<file path="config.mk">
export PLATFORM = sky130hd
export DESIGN_NAME = hmlf6_state_update
export DESIGN_NICKNAME = d
export VERILOG_FILES = /design/src/rtl/hmlf6_state_update.sv
export SDC_FILE = /design/constraint.sdc
export NUM_CORES = 1
export LEC_CHECK = 0
export CORE_MARGIN = 4
export CORE_UTILIZATION = 55
export DETAILED_ROUTE_END_ITERATION = 16
export PLACE_DENSITY = 0.89
export SLEW_MARGIN = 20
export SYNTH_ARGS = -nofsm -noshare
export SYNTH_HDL_FRONTEND = slang
export SYNTH_SLANG_ARGS = --single-unit
</file>
<file path="constraint.sdc">
create_clock -name clk -period 6.1 [get_ports clk]
set_clock_uncertainty 0.05 [all_clocks]
set_input_delay 1.22 -clock clk [delete_from_list [all_inputs] [get_ports clk]]
set_output_delay 1.22 -clock clk [all_outputs]
set_load 0.01 [all_outputs]
</file>
<file path="src/rtl/hmlf6_state_update.sv">
// -----------------------------------------------------------------------------
// hmlf6_state_update
//
// State update for a six-element unit-element shaper. Each accepted selection
// vector advances six candidate states. An external six-input min stage
// returns their minimum combinationally, and the block subtracts it so that
// the stored shaping states stay normalized (the smallest state is zero).
//
// Configuration macro: HMLF6_SAT_EN
//   defined   : candidate and normalized results are clamped to -32..31, and
//               sat_flag records any clamp (sticky; sat_clr wins on a tie).
//   undefined : results wrap to 6-bit two's complement, and sat_flag is 0.
//
// Ports
//   clk            in   rising-edge clock
//   rst_n          in   asynchronous active-low reset
//   in_valid       in   a selection vector is present on sel
//   in_ready       out  block accepts a vector this cycle (state ACC)
//   sel[5:0]       in   unit-element usage vector, bit i = element i on
//   cand5..cand0   out  registered candidate states, to min stage a5..a0
//   min_in         in   min(cand5..cand0) from the min stage
//   st5..st0       out  normalized shaping states
//   out_valid      out  one-cycle pulse after st5..st0 were updated
//   sat_flag       out  sticky saturation indicator
//   sat_clr        in   synchronous clear of sat_flag
//   state_dbg_o    out  FSM state (0 = ACC, 1 = NORM)
//
// Handshake: a vector transfers on a rising edge where in_valid && in_ready.
// in_ready depends only on the FSM state, never on in_valid. Vectors that are
// offered while in_ready is low are ignored, not queued, and sel is don't-care
// unless in_valid is high.
// -----------------------------------------------------------------------------
module hmlf6_state_update (
  input  logic              clk,
  input  logic              rst_n,
  input  logic              in_valid,
  output logic              in_ready,
  input  logic [5:0]        sel,
  output logic signed [5:0] cand5,
  output logic signed [5:0] cand4,
  output logic signed [5:0] cand3,
  output logic signed [5:0] cand2,
  output logic signed [5:0] cand1,
  output logic signed [5:0] cand0,
  input  logic signed [5:0] min_in,
  output logic signed [5:0] st5,
  output logic signed [5:0] st4,
  output logic signed [5:0] st3,
  output logic signed [5:0] st2,
  output logic signed [5:0] st1,
  output logic signed [5:0] st0,
  output logic              out_valid,
  output logic              sat_flag,
  input  logic              sat_clr,
  output logic              state_dbg_o
);

  localparam logic ST_ACC  = 1'b0;
  localparam logic ST_NORM = 1'b1;

  logic              state_q, state_d;
  logic signed [5:0] cand_q [6];
  logic signed [5:0] cand_d [6];
  logic signed [5:0] st_q   [6];
  logic signed [5:0] st_d   [6];
  logic              out_valid_q, out_valid_d;

  // 8-bit intermediates: st + popcount - 6 spans -38..37, and
  // cand - min spans -63..63, so neither can overflow before fitting.
  logic [3:0]        pop;
  logic signed [7:0] cand_sum [6];
  logic signed [7:0] st_diff  [6];
  logic signed [5:0] cand_fit [6];
  logic signed [5:0] st_fit   [6];
  logic [5:0]        cand_clip;
  logic [5:0]        st_clip;
  logic              sat_set;

`ifdef HMLF6_SAT_EN
  function automatic logic [5:0] clamp6(input logic signed [7:0] v);
    if (v > 8'sd31)
      return 6'b011111;
    else if (v < -8'sd32)
      return 6'b100000;
    else
      return v[5:0];
  endfunction

  function automatic logic out_of_range(input logic signed [7:0] v);
    return (v > 8'sd31) || (v < -8'sd32);
  endfunction
`endif

  // Raw arithmetic for both update steps.
  always_comb begin
    pop = '0;
    for (int i = 0; i < 6; i++) begin
      pop = pop + {3'b000, sel[i]};
    end
    for (int i = 0; i < 6; i++) begin
      cand_sum[i] = {{2{st_q[i][5]}}, st_q[i]} + {4'b0000, pop}
                    - (sel[i] ? 8'd6 : 8'd0);
      st_diff[i]  = {{2{cand_q[i][5]}}, cand_q[i]}
                    - {{2{min_in[5]}}, min_in};
    end
  end

  // Fit the 8-bit results back into 6 bits: clamp or wrap.
  always_comb begin
    cand_clip = '0;
    st_clip   = '0;
    for (int i = 0; i < 6; i++) begin
`ifdef HMLF6_SAT_EN
      cand_fit[i]  = clamp6(cand_sum[i]);
      st_fit[i]    = clamp6(st_diff[i]);
      cand_clip[i] = out_of_range(cand_sum[i]);
      st_clip[i]   = out_of_range(st_diff[i]);
`else
      cand_fit[i]  = cand_sum[i][5:0];
      st_fit[i]    = st_diff[i][5:0];
`endif
    end
  end

  // Two-state FSM: ACC takes a vector and builds candidates, NORM
  // subtracts the returned minimum. min_in is consumed only in NORM,
  // when it reflects the candidates registered on the previous edge.
  always_comb begin
    state_d     = state_q;
    out_valid_d = 1'b0;
    sat_set     = 1'b0;
    for (int i = 0; i < 6; i++) begin
      cand_d[i] = cand_q[i];
      st_d[i]   = st_q[i];
    end
    case (state_q)
      ST_ACC: begin
        if (in_valid) begin
          for (int i = 0; i < 6; i++) begin
            cand_d[i] = cand_fit[i];
          end
          sat_set = |cand_clip;
          state_d = ST_NORM;
        end
      end
      ST_NORM: begin
        for (int i = 0; i < 6; i++) begin
          st_d[i] = st_fit[i];
        end
        sat_set     = |st_clip;
        out_valid_d = 1'b1;
        state_d     = ST_ACC;
      end
      default: state_d = ST_ACC;
    endcase
  end

  always_ff @(posedge clk or negedge rst_n) begin
    if (!rst_n) begin
      state_q     <= ST_ACC;
      out_valid_q <= 1'b0;
      for (int i = 0; i < 6; i++) begin
        cand_q[i] <= '0;
        st_q[i]   <= '0;
      end
    end else begin
      state_q     <= state_d;
      out_valid_q <= out_valid_d;
      for (int i = 0; i < 6; i++) begin
        cand_q[i] <= cand_d[i];
        st_q[i]   <= st_d[i];
      end
    end
  end

`ifdef HMLF6_SAT_EN
  logic sat_q, sat_d;

  // Clear beats set: a clamp coinciding with sat_clr is deliberately lost.
  always_comb begin
    sat_d = sat_q | sat_set;
    if (sat_clr) sat_d = 1'b0;
  end

  always_ff @(posedge clk or negedge rst_n) begin
    if (!rst_n) sat_q <= 1'b0;
    else        sat_q <= sat_d;
  end

  assign sat_flag = sat_q;
`else
  // Wrapping build: the upper intermediate bits and the clear input have
  // no consumer, so they are gathered here on purpose.
  logic unused_wrap;

  always_comb begin
    unused_wrap = sat_clr ^ sat_set ^ (|cand_clip) ^ (|st_clip);
    for (int i = 0; i < 6; i++) begin
      unused_wrap = unused_wrap ^ (^cand_sum[i][7:6]) ^ (^st_diff[i][7:6]);
    end
  end

  assign sat_flag = 1'b0;
`endif

  assign in_ready    = (state_q == ST_ACC);
  assign out_valid   = out_valid_q;
  assign state_dbg_o = state_q;

  assign cand0 = cand_q[0];
  assign cand1 = cand_q[1];
  assign cand2 = cand_q[2];
  assign cand3 = cand_q[3];
  assign cand4 = cand_q[4];
  assign cand5 = cand_q[5];

  assign st0 = st_q[0];
  assign st1 = st_q[1];
  assign st2 = st_q[2];
  assign st3 = st_q[3];
  assign st4 = st_q[4];
  assign st5 = st_q[5];

endmodule

</file>
==> results.cfg <==
[power_and_ir_drop]
p_comb_frac = 0.635
clockPowerShare = 0.112
swShare = 0.4346
ir_drop_mv = 0.3109
power_w = 0.003846
power_frac_seq = 0.252
p_leak_nw = 2.988
p_int_w = 0.002174
p_sw_w = 0.001672
p_per_area_nw_per_um2 = 590.6

[grt]
gr-total-overflow = 0
grt_max_degree = 75
grt_usage = 0.2522
grt_pass1_vias = 4619
antenna_found_initial = 0
grt_pass1_wl_um = 22560

[critical_path]
cpPeakStageDelay_ns = 0.62
crit_type = input port to register
critPathCaptureType = register
startpoint_type = input port
cp_data_arrival_time_ns = 5.47
critPathBufInv = 5
slowest_stage = a2111oi_0
crit_chain = clkdlybuf4s50_1 > inv_1 > fa_1 > fa_1 > inv_1 > ha_1 > inv_1 > fa_1 > fa_1 > inv_1 > ha_1 > a2111oi_0 > or4_1 > nand3_1
cp_max_fo = 6
cp_top_family = adder cells
cp.required_ns = 6.30

[run]
timing.max_cap.violations = 0

[drt]
firstDrtPassIters = 5
drt_iter0_markers = 191
viasPerCell = 5.822
via_count = 4553
drc_errors = 0
wl_per_cell_um = 17.36
ant_nets = 0
wl_um = 13570

[synth]
synth-edff-count = 0
synth.top_cell.area_share = 0.3477
ys_top_cells_by_area = dfrtp_1, ha_1, fa_1, o21a_1, inv_1
seq_area_frac_synth = 0.3477
synth_seq_cells = 74
syn_nets = 662
synth_area_leader_cell = dfrtp_1
postSynth.asyncResetShare = 1.000
yosys.cell_count.top_type = dfrtp_1
synth_common_cells = dfrtp_1, inv_1, nand2_1
synth_cells = 564
synth_warnings = 0
synth.distinct_cells = 32
syn_area_per_cell_um2 = 9.442
syn_area_um2 = 5325
synth-main-ff-cell = dfrtp_1

[clock_network]
clk_latency_ns = 0.37
htree_levels = 3
ctsHoldBuffers = 0
cts_resized = 0
post-cts-setup-buffers = 0
root_buffer = clkbuf_8
cts-buffers-inserted = 9
clk_pin_slew_ns = 0.08
cts_tree = done
clockBufferDepth = 2
clock_sinks = 74

[timing]
slew_violations = 0
fmaxAchievable_mhz = 189.5
period_minus_slack_ns = 5.277
finalSetupViolCount = 0
fin_crit_sh = 0.8651
fin_ws_ns = 0.8228
rsz0062_at_grt = false
worst_pin_slew_ns = 0.9801
relSlewSlack = 0.3466
hold_viol = 0
setup_tns_ns = 0

[final_layout]
final_layout_size_suffix_gt1_frac = 0.03216
area_growth_pct = 22.30
final.fill_count = 691
nets = 746
insertedDiodeCount = 0

[min_path]
min_path_type = register to register

[floorplanning]
core_um2 = 9328
die_y_um = 106.4
ioPinCount = 92
die_area_um2 = 11320
start_util = 0.5709
die_width_um = 106.4
std_cell_rows = 35

[placed_design]
place_congestion = 0.8508
detailed_place_hpwl_um = 10020
dp_slack_ns = 0.4915
place.port_buffers = 89

[run_status]
outcome = finished clean
-- worst reg2reg max path, delay by kind of cell, from the launching register on --
| family | cells | cell delay, ns |
|---|---|---|
| and+or+nand+nor | 2 | 0.76 |
| buffers and inverters | 2 | 0.96 |
| AOI/OAI and AO/OA | 1 | 0.21 |
| DFF | 1 | 0.86 |
-- per-layer routing --
metal,wire length [um],GRT usage,up-vias
met5,0,0,-
met4,254,0.07771,0
met3,923,0.05707,22
met2,6779,0.4348,158
met1,5616,0.3151,2248
li1,-,-,2125
-- registers in the layout, summed over array words and instances, names as in the netlist, 6 cells and up --
register / cells
cand1: 6
st2: 6
st1: 6
st0: 6
st3: 6
st4: 6
cand2: 6
st5: 6
cand3: 6
cand0: 6
cand4: 6
cand5: 6
-- cell type report --
| cell class | instances | area (um^2) | share of cell area |
|---|---|---|---|
| clock buffer | 9 | 123.9 | 0.01902 |
| clock inverter | 7 | 93.84 | 0.01441 |
| inverter | 74 | 282.8 | 0.04342 |
| multi-input combinational | 399 | 3105 | 0.4768 |
| sequential | 74 | 1852 | 0.2843 |
| tap | 129 | 161.4 | 0.02478 |
| timing repair buffer | 90 | 893.4 | 0.1372 |
-- power groups by stage --
| stage | sequential [W] | clock, W | combinational (W) |
|---|---|---|---|
| 2_1_floorplan | 0.00102 | 0 | 0.00147 |
| 3_3_place_gp | 0.000965 | 0 | 0.00230 |
| 3_5_place_dp | 0.000975 | 0 | 0.00243 |
| 4_1_cts | 0.000968 | 0.000438 | 0.00245 |
| 5_1_grt | 0.00100 | 0.000457 | 0.00272 |
| 6_report | 0.000971 | 0.000433 | 0.00244 |
-- worst paths after layout --
path	start	endpoint	slack (ns)	depth (start not counted)
min reg2reg	cand2[2]	cand2[2]	0.48	2
max reg2reg	state_dbg_o	cand3[5]	3.15	5
max in group asynchronous	rst_n	st0[0]	4.33	2
min	cand2[2]	cand2[2]	0.48	2
min in group asynchronous	rst_n	cand4[5]	1.04	2
max	sel[0]	cand2[5]	0.82	14
-- placed cells by master (no fill, tap or decap), types with 2 or more instances in the layout --
| master | netlist | layout |
|---|---|---|
| a2111oi_0 | 6 | 6 |
| a21oi_1 | 15 | 15 |
| a31oi_1 | 6 | 6 |
| and4_1 | 6 | 6 |
| bufinv_16 | 0 | 2 |
| clkbuf_8 | 0 | 9 |
| clkdlybuf4s50_1 | 0 | 88 |
| clkinv_2 | 0 | 2 |
| clkinv_4 | 1 | 2 |
| clkinvlp_4 | 0 | 2 |
| dfrtp_1 | 74 | 74 |
| fa_1 | 21 | 21 |
| ha_1 | 61 | 61 |
| inv_1 | 72 | 72 |
| mux2i_1 | 3 | 3 |
| nand2_1 | 66 | 66 |
| nand2b_1 | 6 | 6 |
| nand3_1 | 12 | 12 |
| nor2_1 | 9 | 9 |
| nor2b_1 | 18 | 18 |
| nor3_1 | 18 | 18 |
| o2111ai_1 | 6 | 6 |
| o211ai_1 | 6 | 6 |
| o21a_1 | 42 | 42 |
| o21ai_0 | 35 | 35 |
| o21ai_1 | 2 | 2 |
| o31ai_1 | 24 | 24 |
| or4_1 | 6 | 6 |
| xnor2_1 | 12 | 12 |
| xor2_1 | 17 | 17 |
-- cells by family (layout without fill, tap and decap cells) --
logic type,after synthesis,count (layout),share of synthesized area
other cells,1,1,0.0007042
buf+inv,91,180,0.06908
fa+ha+maj,82,82,0.2223
simple gates,142,142,0.1297
mux,3,3,0.005639
flops,74,74,0.3477
xor+xnor,29,29,0.04770
compound gates,142,142,0.1772
-- per-stage QoR --
stage	hold slack (ns)	instance area [um^2]	utilization	cells
2_1_floorplan	0.4037	5325	-	564
4_1_cts	0.4794	6513	0.6982	782
3_3_place_gp	0.4502	6295	0.6748	766
5_1_grt	0.5049	6513	0.6982	782
6_report	0.4772	6513	0.6982	782
3_5_place_dp	0.4597	6295	0.6748	766
Power figures use the tool's default switching activity.
